<file path="src/rtl/multu_seq_if.sv">
// Operand/result bundle between the decode/regfile side and the iterative
// multiplier. The pipeline side drives start/a/b and consumes stall/busy/done/hi/lo.
interface multu_seq_if #(
  parameter int WIDTH = 32
);
  logic             start;
  logic [WIDTH-1:0] a;
  logic [WIDTH-1:0] b;
  logic             stall;
  logic             busy;
  logic             done;
  logic [WIDTH-1:0] hi;
  logic [WIDTH-1:0] lo;

  modport master (
    output start, a, b,
    input  stall, busy, done, hi, lo
  );

  modport slave (
    input  start, a, b,
    output stall, busy, done, hi, lo
  );
endinterface

</file>
<file path="src/rtl/multu_seq.sv">
// Iterative unsigned shift-add multiplier with private HI/LO registers.
// One partial-product step per cycle; HI/LO are committed only when the
// last step completes, so readers never observe a partial product.
module multu_seq #(
  parameter int WIDTH = 32
) (
  input  logic        clk,
  input  logic        reset,
  multu_seq_if.slave  bus
);

  localparam int CW = $clog2(WIDTH);

  typedef enum logic [1:0] {
    IDLE = 2'd0,
    RUN  = 2'd1,
    DONE = 2'd2
  } state_t;

  state_t           state_q, state_d;
  logic [WIDTH-1:0] mcand_q, mcand_d;
  logic [WIDTH-1:0] acc_q,   acc_d;
  logic [WIDTH-1:0] mplr_q,  mplr_d;
  logic [CW-1:0]    cnt_q,   cnt_d;
  logic [WIDTH-1:0] hi_q,    hi_d;
  logic [WIDTH-1:0] lo_q,    lo_d;

  logic [WIDTH-1:0] addend;
  logic [WIDTH:0]   sum;

  // One shift-add step: add the multiplicand when the multiplier LSB is set,
  // then the carry drops into the accumulator MSB as everything shifts right.
  always_comb begin
    addend = mplr_q[0] ? mcand_q : '0;
    sum    = {1'b0, acc_q} + {1'b0, addend};
  end

  // Next-state logic: accept in IDLE, iterate in RUN, commit HI/LO on the last
  // step, and spend one DONE cycle so a still-high start cannot restart.
  always_comb begin
    state_d = state_q;
    mcand_d = mcand_q;
    acc_d   = acc_q;
    mplr_d  = mplr_q;
    cnt_d   = cnt_q;
    hi_d    = hi_q;
    lo_d    = lo_q;
    case (state_q)
      IDLE: begin
        if (bus.start) begin
          mcand_d = bus.a;
          mplr_d  = bus.b;
          acc_d   = '0;
          cnt_d   = '0;
          state_d = RUN;
        end
      end
      RUN: begin
        acc_d  = sum[WIDTH:1];
        mplr_d = {sum[0], mplr_q[WIDTH-1:1]};
        cnt_d  = cnt_q + CW'(1);
        if (cnt_q == CW'(WIDTH - 1)) begin
          hi_d    = sum[WIDTH:1];
          lo_d    = {sum[0], mplr_q[WIDTH-1:1]};
          state_d = DONE;
        end
      end
      DONE: begin
        state_d = IDLE;
      end
      default: begin
        state_d = IDLE;
      end
    endcase
  end

  // State and datapath registers; reset discards any in-flight product.
  always_ff @(posedge clk or negedge reset) begin
    if (!reset) begin
      state_q <= IDLE;
      mcand_q <= '0;
      acc_q   <= '0;
      mplr_q  <= '0;
      cnt_q   <= '0;
      hi_q    <= '0;
      lo_q    <= '0;
    end else begin
      state_q <= state_d;
      mcand_q <= mcand_d;
      acc_q   <= acc_d;
      mplr_q  <= mplr_d;
      cnt_q   <= cnt_d;
      hi_q    <= hi_d;
      lo_q    <= lo_d;
    end
  end

  // Stall must rise in the same cycle the decoder presents MULTU, hence the
  // combinational start term; DONE releases it so the instruction can retire.
  always_comb begin
    bus.stall = ((state_q == IDLE) && bus.start) || (state_q == RUN);
    bus.busy  = (state_q == RUN);
    bus.done  = (state_q == DONE);
    bus.hi    = hi_q;
    bus.lo    = lo_q;
  end

endmodule

</file>
<file path="src/flat_wrapper.sv">
// flat-port wrapper written by rule: the top's interface ports become plain ports
module multu_seq_flat 
#(
  parameter int WIDTH = 32
)
  (clk, reset, bus_start, bus_a, bus_b, bus_stall, bus_busy, bus_done, bus_hi, bus_lo);
  multu_seq_if #(.WIDTH(WIDTH)) bus_i ();
  input  logic clk;
  input  logic reset;
  input wire logic [$bits(bus_i.start)-1:0] bus_start;
  input wire logic [$bits(bus_i.a)-1:0] bus_a;
  input wire logic [$bits(bus_i.b)-1:0] bus_b;
  output wire logic [$bits(bus_i.stall)-1:0] bus_stall;
  output wire logic [$bits(bus_i.busy)-1:0] bus_busy;
  output wire logic [$bits(bus_i.done)-1:0] bus_done;
  output wire logic [$bits(bus_i.hi)-1:0] bus_hi;
  output wire logic [$bits(bus_i.lo)-1:0] bus_lo;
  assign bus_i.start = bus_start;
  assign bus_i.a = bus_a;
  assign bus_i.b = bus_b;
  assign bus_stall = bus_i.stall;
  assign bus_busy = bus_i.busy;
  assign bus_done = bus_i.done;
  assign bus_hi = bus_i.hi;
  assign bus_lo = bus_i.lo;
  multu_seq #(.WIDTH(WIDTH)) u_core (.clk(clk), .reset(reset), .bus(bus_i));
endmodule
</file>
<file path="config.mk">
export PLATFORM = sky130hd
export DESIGN_NAME = multu_seq_flat
export DESIGN_NICKNAME = d
export VERILOG_FILES = /design/src/rtl/multu_seq_if.sv /design/src/rtl/multu_seq.sv /design/src/flat_wrapper.sv
export SDC_FILE = /design/constraint.sdc
export NUM_CORES = 1
export LEC_CHECK = 0
export ABC_AREA = 1
export BUFFER_PORTS_ARGS = -buffer_cell sky130_fd_sc_hd__clkbuf_2
export CAP_MARGIN = 0
export CORE_UTILIZATION = 55
export DETAILED_ROUTE_END_ITERATION = 8
export PLACE_DENSITY_LB_ADDON = 0.08
export SYNTH_ARGS = -nofsm -noshare
export SYNTH_HDL_FRONTEND = slang
export SYNTH_SLANG_ARGS = --single-unit
</file>
<file path="constraint.sdc">
create_clock -name clk -period 2.7 [get_ports clk]
set_clock_uncertainty 0.15 [all_clocks]
set_input_delay 0 -clock clk [delete_from_list [all_inputs] [get_ports clk]]
set_output_delay 0 -clock clk [all_outputs]
set_load 0.1 [all_outputs]
</file>
==> impl_metrics.py <==
metrics = {
    "status": {
        "status": "completed",
    },
    "final_layout": {
        "mostFrequentLayoutCell": "nand2_1",
        "final_cell_mix": "nand2_1, inv_1, dfrtp_1",
        "final_cells": 1644,
        "layout-drive-gt1-share_pct": 13.7,
        "fillers": 1372,
        "num_antenna_cells": 0,
        "num-nets-final": 1518,
        "syn_to_final_growth_pct": 24.6,
    },
    "drt": {
        "ant_nets": 0,
        "drc": 0,
        "dr.pass1.iters": 5,
        "vias_per_cell": 5.08,
        "wl_per_cell_um": 14.9,
        "routed_wl_mm": 24.4,
        "drt_iter0_markers": 492,
        "vias": 8355,
    },
    "yosys": {
        "synthFlopType": "dfrtp_1",
        "yosys_warnings": 0,
        "netlist-cell-type-count": 34,
        "syn_area_per_cell_um2": 7.39,
        "syn-cell-area_mm2": 0.00904,
        "ys_seq_area_share_pct": 46.2,
        "syn_inst": 1223,
        "async_flop_share_pct": 100,
        "synth_seq_cells": 167,
        "syn_nets": 1325,
        "synth-edff-count": 0,
    },
    "global_route": {
        "grt_first_pass_wirelength_mm": 40.3,
        "grt_max_degree": 81,
        "first_global_vias": 8276,
        "grt.total_usage_pct": 31.1,
        "grt-ovfl-total": 0,
        "antenna_found_initial": 0,
    },
    "clock_network": {
        "clk_pin_slew_ps": 70,
        "numCtsBuffers": 17,
        "cts-root-buf": "clkbuf_16",
        "cts_sinks": 167,
        "cts_tree": "built",
        "clock_latency_ps": 440,
        "post_cts_buffers": 0,
        "cts_buffer_depth": 2,
        "htreeDepth": 4,
    },
    "critical_path": {
        "critPathRequiredTime_ps": 2870,
        "crit_fanout": 13,
        "worstSetupStartpointType": "flop",
        "r2r_cells": 12,
        "crit_chain": "buf_4, nand2_1, inv_1, ha_1, nand2_1, inv_1, a21oi_1, nand3_1, nand2_1, nand3_1, nand3_1, nand2_1",
        "worst-path-stages": 12,
        "r2r_start": "u_core.mplr_q[0]",
        "crit_top_cell": "nand2_1",
        "worst-path-buf-inv": 3,
        "path_class": "reg2reg",
        "cp-endpoint": "u_core.acc_q[27]",
        "critPathLaunch": "u_core.mplr_q[0]",
        "worst_ep_arrival_time_ps": 2660,
        "slowest_delay_ps": 400,
        "crit_family": "simple AND/OR/NAND/NOR gates",
        "slowest_stage": "dfrtp_1",
        "setup.worst_path.end_class": "flop",
        "ff2ff_setup_slack_ps": 210,
        "reg2reg_to": "u_core.acc_q[27]",
    },
    "placed_design": {
        "hpwl_mm": 16.9,
        "io_buffers": 133,
        "dp_cells": 1547,
        "place.gp.congestion": 0.953,
    },
    "floorplanning": {
        "die_y_um": 130,
        "core_area_mm2": 0.0159,
        "num_io_pins": 134,
        "row_count": 46,
        "die_area_mm2": 0.0169,
        "dieWidth_um": 130,
        "start_util_pct": 56.7,
    },
    "sta": {
        "tightest_slew_ps": 714,
        "max_freq_mhz": 402,
        "setup-violations-final": 0,
        "finalCritPeriodShare_pct": 92.2,
        "maxSlewHeadroom_pct": 52.4,
        "hold_violations": 0,
        "period_needed_ps": 2490,
        "tns_ps": 0,
        "slew_violations": 0,
        "rsz0062_at_grt": "no",
    },
    "power_and_ir_drop": {
        "p_per_area_mw_per_mm2": 1410,
        "power.leakage_nw": 6.43,
        "vdd_drop_max_mv": 1.19,
    },
    "job": {
        "maxCapViolCount": 0,
    },
    "min_path": {
        "min_path_type": "in2async",
    },
}
[tightest hold or removal path: cells and delay by family]
kind	cells	cell delay, ps
buf+inv	3	990
[cells in the mapped netlist, types with 2 or more instances]
master    count  share of area, %
a21oi_1      22               1.2
a22o_1        2              0.19
a22oi_1      28               2.3
and2_1        2              0.14
buf_1         3              0.12
buf_2        13              0.72
buf_4         7              0.58
clkbuf_1     16              0.66
dfrtp_1     167                46
ha_1         34               4.7
inv_1       178               7.4
inv_2         3              0.12
nand2_1     501                21
nand2_2       6              0.42
nand3_1      65               3.6
nand3b_1      5              0.42
nand4_1       3              0.21
nor2_1       44               1.8
nor2_2        5              0.35
nor3_1        3              0.17
o21ai_0      67               3.7
o21ai_1      18               1.0
o21bai_1      3              0.25
o221ai_1      4              0.39
o22ai_1       2              0.14
or2_1         2              0.14
xnor2_1      10              0.97
xor2_1        4              0.39
[logic make-up after synthesis]
kind of cell	synth area share, %
adders and majority gates	4.93
buffers and inverters	9.76
and+or+nand+nor	28.4
AOI/OAI and AO/OA	9.30
DFF	46.2
xor gates and xnor gates	1.36
[stage by stage]
stage | total power [W] | hold WS, ps | setup WS (ps) | utilization (%) | cell area, µm²
finish | 0.0159 | 17.2 | 211 | 70.6 | 11300
global route | 0.0170 | 37.5 | 17.1 | 70.6 | 11300
CTS | 0.0158 | 12.1 | 212 | 70.6 | 11300
detailed placement | 0.0131 | -133 | 242 | 62.4 | 9950
global placement | 0.0129 | -134 | 249 | 62.4 | 9950
floorplan | 0.0111 | -446 | 219 | - | 9040
[per-layer routing]
layer	share of wire (%)	up-vias	global-route usage (%)
met5	0	-	0
met3	5.5	24	6.52
met2	46	229	49.6
met4	1.3	0	8.48
met1	47	3916	42.9
li1	-	4186	-
[registers in the layout, summed over array words and instances (netlist names)]
| signal | cells |
|---|---|
| u_core.acc_q | 32 |
| u_core.bus.hi | 32 |
| u_core.bus.lo | 32 |
| u_core.cnt_q | 5 |
| u_core.mcand_q | 32 |
| u_core.mplr_q | 32 |
| u_core.state_q | 2 |
[worst min-delay path by stage]
stage / from / endpoint / cells past startpoint
global placement: reset / u_core.bus.hi[8] / 1
detailed placement: reset / u_core.mcand_q[6] / 1
CTS: reset / u_core.acc_q[11] / 3
finish: reset / u_core.bus.hi[3] / 3
floorplan: reset / u_core.acc_q[0] / 0
global route: reset / u_core.bus.hi[2] / 3
[where the power goes]
part           total [W]  internal [W]  leakage [nW]  switching (W)
Combinational    0.00890       0.00233          4.19        0.00657
Clock            0.00266       0.00157         0.298        0.00109
Sequential       0.00430       0.00364          1.94       0.000666
Total             0.0159       0.00753          6.43        0.00833
[cell type report]
cell class	count	area (µm²)	share of cell area, %
multi-input cells	834	3980	35.4
inverters	182	686	6.09
flip-flops and latches	167	4180	37.1
repair buffers	214	1520	13.5
clock inverters	12	193	1.71
well taps	216	270	2.40
clock buffers	19	433	3.85
[what timing repair did]
action,CTS,global route
hold buffers,66,0
endpoints found under the hold margin,231,0
resized for setup,0,0
(Power assumes the default switching activity.)
